<file path="src/rtl/riscv_pkg.sv">
// Shared encodings for the multicycle RISC-V control path: opcodes, FSM states, mux selects.
package riscv_pkg;

  localparam int OPCODE_W = 7;
  localparam int STATE_W  = 4;

  localparam logic [OPCODE_W-1:0] OP_LOAD   = 7'b0000011;
  localparam logic [OPCODE_W-1:0] OP_STORE  = 7'b0100011;
  localparam logic [OPCODE_W-1:0] OP_RTYPE  = 7'b0110011;
  localparam logic [OPCODE_W-1:0] OP_ITYPE  = 7'b0010011;
  localparam logic [OPCODE_W-1:0] OP_BRANCH = 7'b1100011;
  localparam logic [OPCODE_W-1:0] OP_JAL    = 7'b1101111;

  typedef enum logic [STATE_W-1:0] {
    S_FETCH    = 4'd0,
    S_DECODE   = 4'd1,
    S_MEMADR   = 4'd2,
    S_MEMREAD  = 4'd3,
    S_MEMWB    = 4'd4,
    S_MEMWRITE = 4'd5,
    S_EXECUTER = 4'd6,
    S_EXECUTEI = 4'd7,
    S_ALUWB    = 4'd8,
    S_BEQ      = 4'd9,
    S_JAL      = 4'd10
  } state_e;

  localparam logic [1:0] SRCA_PC     = 2'b00;
  localparam logic [1:0] SRCA_OLDPC  = 2'b01;
  localparam logic [1:0] SRCA_RD1    = 2'b10;

  localparam logic [1:0] SRCB_RD2    = 2'b00;
  localparam logic [1:0] SRCB_IMM    = 2'b01;
  localparam logic [1:0] SRCB_FOUR   = 2'b10;

  localparam logic [1:0] ALUOP_ADD   = 2'b00;
  localparam logic [1:0] ALUOP_SUB   = 2'b01;
  localparam logic [1:0] ALUOP_FUNCT = 2'b10;

  localparam logic [1:0] RES_ALUOUT  = 2'b00;
  localparam logic [1:0] RES_DATA    = 2'b01;
  localparam logic [1:0] RES_ALU     = 2'b10;

  localparam logic [1:0] IMM_I       = 2'b00;
  localparam logic [1:0] IMM_S       = 2'b01;
  localparam logic [1:0] IMM_B       = 2'b10;
  localparam logic [1:0] IMM_J       = 2'b11;

endpackage

</file>
<file path="src/rtl/mc_imm_src_decoder.sv">
// Opcode to immediate-format select; purely combinational, independent of FSM state.
module mc_imm_src_decoder
  import riscv_pkg::*;
#(
  parameter int OPCODE_W = 7
) (
  input  logic [OPCODE_W-1:0] opcode,
  output logic [1:0]          imm_src
);

  always_comb begin
    imm_src = IMM_I;
    case (opcode)
      OP_LOAD:   imm_src = IMM_I;
      OP_ITYPE:  imm_src = IMM_I;
      OP_STORE:  imm_src = IMM_S;
      OP_BRANCH: imm_src = IMM_B;
      OP_JAL:    imm_src = IMM_J;
      default:   imm_src = IMM_I;
    endcase
  end

endmodule

</file>
<file path="src/rtl/multicycle_controller.sv">
// Multicycle RISC-V control FSM: sequences shared ALU, unified memory port and register file.
// Outputs decode combinationally from the state register; memory states stall on mem_ready.
module multicycle_controller
  import riscv_pkg::*;
#(
  parameter int OPCODE_W = 7,
  parameter int STATE_W  = 4
) (
  input  logic                clk,
  input  logic                rst_n,
  input  logic [OPCODE_W-1:0] opcode,
  input  logic                zero,
  input  logic                mem_ready,
  output logic                pc_write,
  output logic                adr_src,
  output logic                ir_write,
  output logic                mem_write,
  output logic                reg_write,
  output logic [1:0]          alu_src_a,
  output logic [1:0]          alu_src_b,
  output logic [1:0]          alu_op,
  output logic [1:0]          result_src,
  output logic [1:0]          imm_src,
  output logic                illegal_instr,
  output logic                instr_retire,
  output logic [STATE_W-1:0]  state
);

  state_e state_q, state_d;

  logic pc_write_raw, ir_write_raw, mem_write_raw, reg_write_raw;
  logic illegal_raw, retire_raw;

  always_comb begin
    state_d = S_FETCH;
    case (state_q)
      S_FETCH:    state_d = mem_ready ? S_DECODE : S_FETCH;
      S_DECODE: begin
        case (opcode)
          OP_LOAD, OP_STORE: state_d = S_MEMADR;
          OP_RTYPE:          state_d = S_EXECUTER;
          OP_ITYPE:          state_d = S_EXECUTEI;
          OP_BRANCH:         state_d = S_BEQ;
          OP_JAL:            state_d = S_JAL;
          default:           state_d = S_FETCH;
        endcase
      end
      S_MEMADR:   state_d = (opcode == OP_LOAD) ? S_MEMREAD : S_MEMWRITE;
      S_MEMREAD:  state_d = mem_ready ? S_MEMWB : S_MEMREAD;
      S_MEMWB:    state_d = S_FETCH;
      S_MEMWRITE: state_d = mem_ready ? S_FETCH : S_MEMWRITE;
      S_EXECUTER: state_d = S_ALUWB;
      S_EXECUTEI: state_d = S_ALUWB;
      S_ALUWB:    state_d = S_FETCH;
      S_BEQ:      state_d = S_FETCH;
      // JAL redirects the PC, then reuses ALUWB to write old PC + 4 into rd.
      S_JAL:      state_d = S_ALUWB;
      default:    state_d = S_FETCH;
    endcase
  end

  always_ff @(posedge clk or negedge rst_n) begin
    if (!rst_n) begin
      state_q <= S_FETCH;
    end else begin
      state_q <= state_d;
    end
  end

  always_comb begin
    pc_write_raw  = 1'b0;
    ir_write_raw  = 1'b0;
    mem_write_raw = 1'b0;
    reg_write_raw = 1'b0;
    illegal_raw   = 1'b0;
    retire_raw    = 1'b0;
    adr_src       = 1'b0;
    alu_src_a     = SRCA_PC;
    alu_src_b     = SRCB_RD2;
    alu_op        = ALUOP_ADD;
    result_src    = RES_ALUOUT;
    case (state_q)
      S_FETCH: begin
        alu_src_a    = SRCA_PC;
        alu_src_b    = SRCB_FOUR;
        alu_op       = ALUOP_ADD;
        result_src   = RES_ALU;
        ir_write_raw = mem_ready;
        pc_write_raw = mem_ready;
      end
      S_DECODE: begin
        alu_src_a = SRCA_OLDPC;
        alu_src_b = SRCB_IMM;
        alu_op    = ALUOP_ADD;
        case (opcode)
          OP_LOAD, OP_STORE, OP_RTYPE, OP_ITYPE, OP_BRANCH, OP_JAL: illegal_raw = 1'b0;
          default:                                                  illegal_raw = 1'b1;
        endcase
      end
      S_MEMADR: begin
        alu_src_a = SRCA_RD1;
        alu_src_b = SRCB_IMM;
        alu_op    = ALUOP_ADD;
      end
      S_MEMREAD: begin
        adr_src    = 1'b1;
        result_src = RES_ALUOUT;
      end
      S_MEMWB: begin
        result_src    = RES_DATA;
        reg_write_raw = 1'b1;
        retire_raw    = 1'b1;
      end
      S_MEMWRITE: begin
        adr_src       = 1'b1;
        result_src    = RES_ALUOUT;
        mem_write_raw = 1'b1;
        retire_raw    = mem_ready;
      end
      S_EXECUTER: begin
        alu_src_a = SRCA_RD1;
        alu_src_b = SRCB_RD2;
        alu_op    = ALUOP_FUNCT;
      end
      S_EXECUTEI: begin
        alu_src_a = SRCA_RD1;
        alu_src_b = SRCB_IMM;
        alu_op    = ALUOP_FUNCT;
      end
      S_ALUWB: begin
        result_src    = RES_ALUOUT;
        reg_write_raw = 1'b1;
        retire_raw    = 1'b1;
      end
      S_BEQ: begin
        alu_src_a    = SRCA_RD1;
        alu_src_b    = SRCB_RD2;
        alu_op       = ALUOP_SUB;
        result_src   = RES_ALUOUT;
        pc_write_raw = zero;
        retire_raw   = 1'b1;
      end
      S_JAL: begin
        alu_src_a    = SRCA_OLDPC;
        alu_src_b    = SRCB_FOUR;
        alu_op       = ALUOP_ADD;
        result_src   = RES_ALUOUT;
        pc_write_raw = 1'b1;
      end
      default: begin
        adr_src = 1'b0;
      end
    endcase
  end

  // Strobes are gated by rst_n directly so an abort takes effect in the same cycle.
  assign pc_write      = pc_write_raw  & rst_n;
  assign ir_write      = ir_write_raw  & rst_n;
  assign mem_write     = mem_write_raw & rst_n;
  assign reg_write     = reg_write_raw & rst_n;
  assign illegal_instr = illegal_raw   & rst_n;
  assign instr_retire  = retire_raw    & rst_n;

  assign state = STATE_W'(state_q);

  mc_imm_src_decoder #(
    .OPCODE_W (OPCODE_W)
  ) u_imm_src_decoder (
    .opcode  (opcode),
    .imm_src (imm_src)
  );

endmodule
</file>
<file path="config.mk">
export PLATFORM = sky130hd
export DESIGN_NAME = multicycle_controller
export DESIGN_NICKNAME = d
export VERILOG_FILES = /design/src/rtl/riscv_pkg.sv /design/src/rtl/mc_imm_src_decoder.sv /design/src/rtl/multicycle_controller.sv
export SDC_FILE = /design/constraint.sdc
export NUM_CORES = 1
export LEC_CHECK = 0
export CAP_MARGIN = 30
export CORE_MARGIN = 4
export CORE_UTILIZATION = 34
export DETAILED_ROUTE_END_ITERATION = 10
export PLACE_DENSITY = 0.84
export SLEW_MARGIN = 25
export SYNTH_ARGS = -nofsm -noshare
export SYNTH_HDL_FRONTEND = slang
export SYNTH_SLANG_ARGS = --single-unit
</file>
<file path="constraint.sdc">
create_clock -name clk -period 1.5 [get_ports clk]
set_input_delay 0.3 -clock clk [delete_from_list [all_inputs] [get_ports clk]]
set_output_delay 0.3 -clock clk [all_outputs]
set_load 0.005 [all_outputs]
</file>
==> impl_metrics.toml, run 1 <==
[outcome]
status = "aborted with a tool error"
lastStage = "global routing"
error = "[ERROR DPL-0038] Utilization greater than 100%, impossible to legalize"

[floorplanning]
ios = 32
row_count = 14
start_util_pct = 37.5
die_h_um = 49.5
fp.dieW_um = 49.5

[logic_synthesis]
ys_types = 33
yosysSeqAreaShare_pct = 17.1
netlist_area_um2 = 584
synth_top_area_cell = "dfrtp_1"
syn_avg_cell_area_um2 = 6.79
synth_cells = 86
synth_top_cell_area_share_pct = 17.1
synth_fp_nets = 97
yosys-top-cells-area = "dfrtp_1, a21oi_1, nor2_1, nand2b_1, buf_6"
ys_warn_count = 0
synth-seq-cells = 4

[global_routing]
grt_max_degree = 13

[placed_design]
dp_slack_ps = -927
dp_hpwl_mm = 1.80
place.gp.congestion = 0.789
place.port_buffers = 31
place_area_um2 = 1130

[clocking]
clk_path_buf_depth = 2
hold_buffers = 0
clock-sinks = 4
clock-root-buffer = "clkbuf_4"
cts_buffers = 3
htree_levels = 1

[timing]
endpoint_type = "output port"
grt-worst-endpoint = "pc_write"
[cell usage after synthesis, drive strengths merged]
master    n
a21oi    10
a22oi     1
a31o      1
a31oi     1
a32o      1
and2      1
and3      4
buf       4
clkbuf    1
dfrtp     4
inv       2
mux2i     1
nand2     8
nand2b    7
nand3b    1
nor2     12
nor2b     4
nor3      4
nor3b     2
nor4      2
o2111ai   1
o21a      1
o21ai     4
o22ai     2
o31ai     1
or3       1
or3b      2
or4       1
xnor2     2
[cells by family after synthesis]
family                 Yosys count  synth area share, %
AND/OR/NAND/NOR                 49                 45.8
AO/OA/AOI/OAI                   23                 23.8
buffers and inverters            7                 8.56
flip-flops                       4                 17.1
XOR/XNOR                         2                 3.00
multiplexers                     1                 1.71
[metrics by stage]
| step | cells | utilization [%] | hold WS, ps |
|---|---|---|---|
| floorplan | 86 | - | 4.41 |
| global placement | 162 | 72.7 | 618 |
| detailed placement | 162 | 72.7 | 624 |
| CTS | 188 | 95.5 | 371 |
[what timing repair did]
item / in CTS
endpoints found under the setup margin: 24
resized for setup: 143
gates cloned: 1
buffers inserted: 23
pin swaps: 27
==> run 2, diff against run 1 <==
Settings changed: CORE_AREA set to 4 4 65 67, CORE_MARGIN 4 to unset, CORE_UTILIZATION 34 to unset, DIE_AREA set to 0 0 69 71, PLACE_DENSITY 0.84 to unset, PLACE_DENSITY_LB_ADDON set to 0.15.
Clock period 1.5 ns to 2 ns, I/O delays scaled along.
==> impl_metrics.toml, run 2 <==
[outcome]
status = "finished, final reports clean"

[floorplanning]
fp.dieW_um = 69
ios = 32
die_h_um = 71
start_util_pct = 16.1
core-area_um2 = 3630
die_area_um2 = 4900
row_count = 22

[setup_path]
path_cells = "clkdlybuf4s50_1 -> nand2_1 -> or3_4 -> o2111ai_2 -> a21oi_1 -> clkbuf_2"
critical_path_buf_inv_count = 2
crit_family = "buffers and inverters"
crit_required_ps = 1600
path_max_fanout = 2
reg2reg_depth = 5
crit_path_start = "opcode[0]"
r2r_start = "state[1]"
worst_path_max_delay_cell = "clkdlybuf4s50_1"
cp.arrival_ps = 1590
critPathLaunchType = "input pin"
criticalPathCategory = "in -> out"
crit_cells = 6
cpPeakStageDelay_ps = 450
cp-end-kind = "output port"

[layout]
layout.cells.non_filler = 197
drive_gt1_share_pct = 40.9
largest_register_ff_count = 4
nFillCells = 420
final_cell_mix = "buf_4, nor2_1, clkdlybuf4s50_1, dlygate4sd2_1, a21oi_1"
area_delta_synth_final_pct = 128
nets = 162
diodes = 0
finish.utilization_pct = 36.7
fin_area_um2 = 1340
final_common_cell = "buf_4"

[logic_synthesis]
ys_warn_count = 0
synth-seq-cells = 4
yosys-top-cells-area = "dfrtp_1, a21oi_1, nor2_1, nand2b_1, buf_6"
synth_top_area_cell = "dfrtp_1"
async_flop_share_pct = 100
synth_fp_nets = 97
synth-edff-count = 0
synth_top_cell_area_share_pct = 17.1
ys_types = 33
netlist_area_um2 = 584
syn_avg_cell_area_um2 = 6.79
synth_common_cells = "nor2_1, a21oi_1, nand2_1, nand2b_1"
yosysSeqAreaShare_pct = 17.1
synth_cells = 86
synth.most_common_cell = "nor2_1"
synth-main-ff-cell = "dfrtp_1"

[flow_run]
max-cap-violations = 0

[route]
first_pass_iters = 4
avgRoutedWirePerCell_um = 12.1
wl_met2_mm = 1.17
routed_via_density = 4.31
drt_iter0_drc = 28
vias = 849
drc_errors = 0
drt-total-wl_mm = 2.37
met3WireLength_um = 115
highest_layer = "met4"
drt-met1-wl_mm = 1.07
ant_nets = 0

[clocking]
clkSlewWorstSetupHoldPaths_ps = 30
clk_path_buf_depth = 2
cts_buffers = 3
insertion_delay_ps = 220
cts_tree = "built"
htree_levels = 1
clock-sinks = 4
clock-root-buffer = "clkbuf_8"

[global_routing]
grt_use_total_pct = 9.49
grt-ovfl-total = 0
grt_pass1_wl_mm = 3.94
antenna_found_initial = 0
grt_pass1_vias = 884
grt_max_degree = 16

[timing]
final-hold-violation-count = 0
drv_slew = 0
rsz0062_at_grt = "yes"
min_period_ps = 1990
clock.fmax_mhz = 502
maxSlewHeadroom_pct = 77.3
tns_ps = 0
fin_crit_sh_pct = 99.6
setup_viol = 0
tightest_slew_ps = 337
finClkSkew_ps = 1.47

[placed_design]
place_area_um2 = 1100
dp.cells = 185
dp_hpwl_mm = 1.68
place.port_buffers = 31
place.gp.congestion = 0.728

[power_and_ir_drop]
ir_drop_uv = 145
p_leak_nw = 0.638
powerDensity_nw_per_um2 = 352
finalPower_mw = 0.470

[worst_hold_path]
hold_path_class = "in -> async"
[run 2: cell counts after synthesis]
No cell type changed its count.
[run 2: cells by family (layout without fill, tap and decap cells)]
kind of cell	count (synthesis)	count (layout)	synth area share (%)
DFF	4	4	17.1
and+or+nand+nor	49	49	45.8
buffers and inverters	7	70	8.56
AOI/OAI and AO/OA	23	23	23.8
xor gates and xnor gates	2	2	3.00
muxes	1	1	1.71
[run 2: final timing paths]
| check | to | slack, ps |
|---|---|---|
| min in group clk | state[0] | 660 |
| worst max-delay path | illegal_instr | 9 |
| worst max register to register | state[0] | 420 |
| worst min register to register | state[0] | 730 |
| max in group asynchronous | state[2] | 1380 |
| worst min-delay path | state[1] | 510 |
[run 2: timing repair]
action	4_1_cts	5_1_grt
setup endpoints to repair	16	10
pin swaps	2	2
buffers inserted	5	4
hold buffers	0	0
gates resized for setup	42	18
gates cloned	1	0
[run 2: stage by stage]
| step | hold slack (ps) | setup slack (ps) |
|---|---|---|
| global placement | 660 | -605 |
| CTS | 505 | -129 |
| detailed placement | 640 | -644 |
| floorplan | 104 | 325 |
| finish | 514 | 8.90 |
| global route | 552 | -39.8 |
[run 2: layer usage]
metal	global-route usage [%]	up-vias
met5	0	-
met4	3.90	0
met3	1.70	2
met2	16.5	25
met1	11.5	386
li1	-	436
[run 2: power by group]
| part | internal [mW] | leakage (nW) | switching [mW] |
|---|---|---|---|
| clock | 0.128 | 0.0216 | 0.0398 |
| combinational | 0.125 | 0.564 | 0.0881 |
| sequential | 0.0849 | 0.0526 | 0.00427 |
[run 2: area by class of cell]
cell class	count	area (um2)	share of cell area [%]
timing repair buffer	65	581	43.5
multi-input combinational	75	544	40.8
sequential	4	101	7.59
tap	48	60.1	4.50
clock buffer	3	41.3	3.09
inverter	2	7.51	0.562
[run 2: worst min-delay path: cells and delay by family]
kind	cells	cell delay, ps
buffers and inverters	3	650
(Power assumes the default switching activity.)
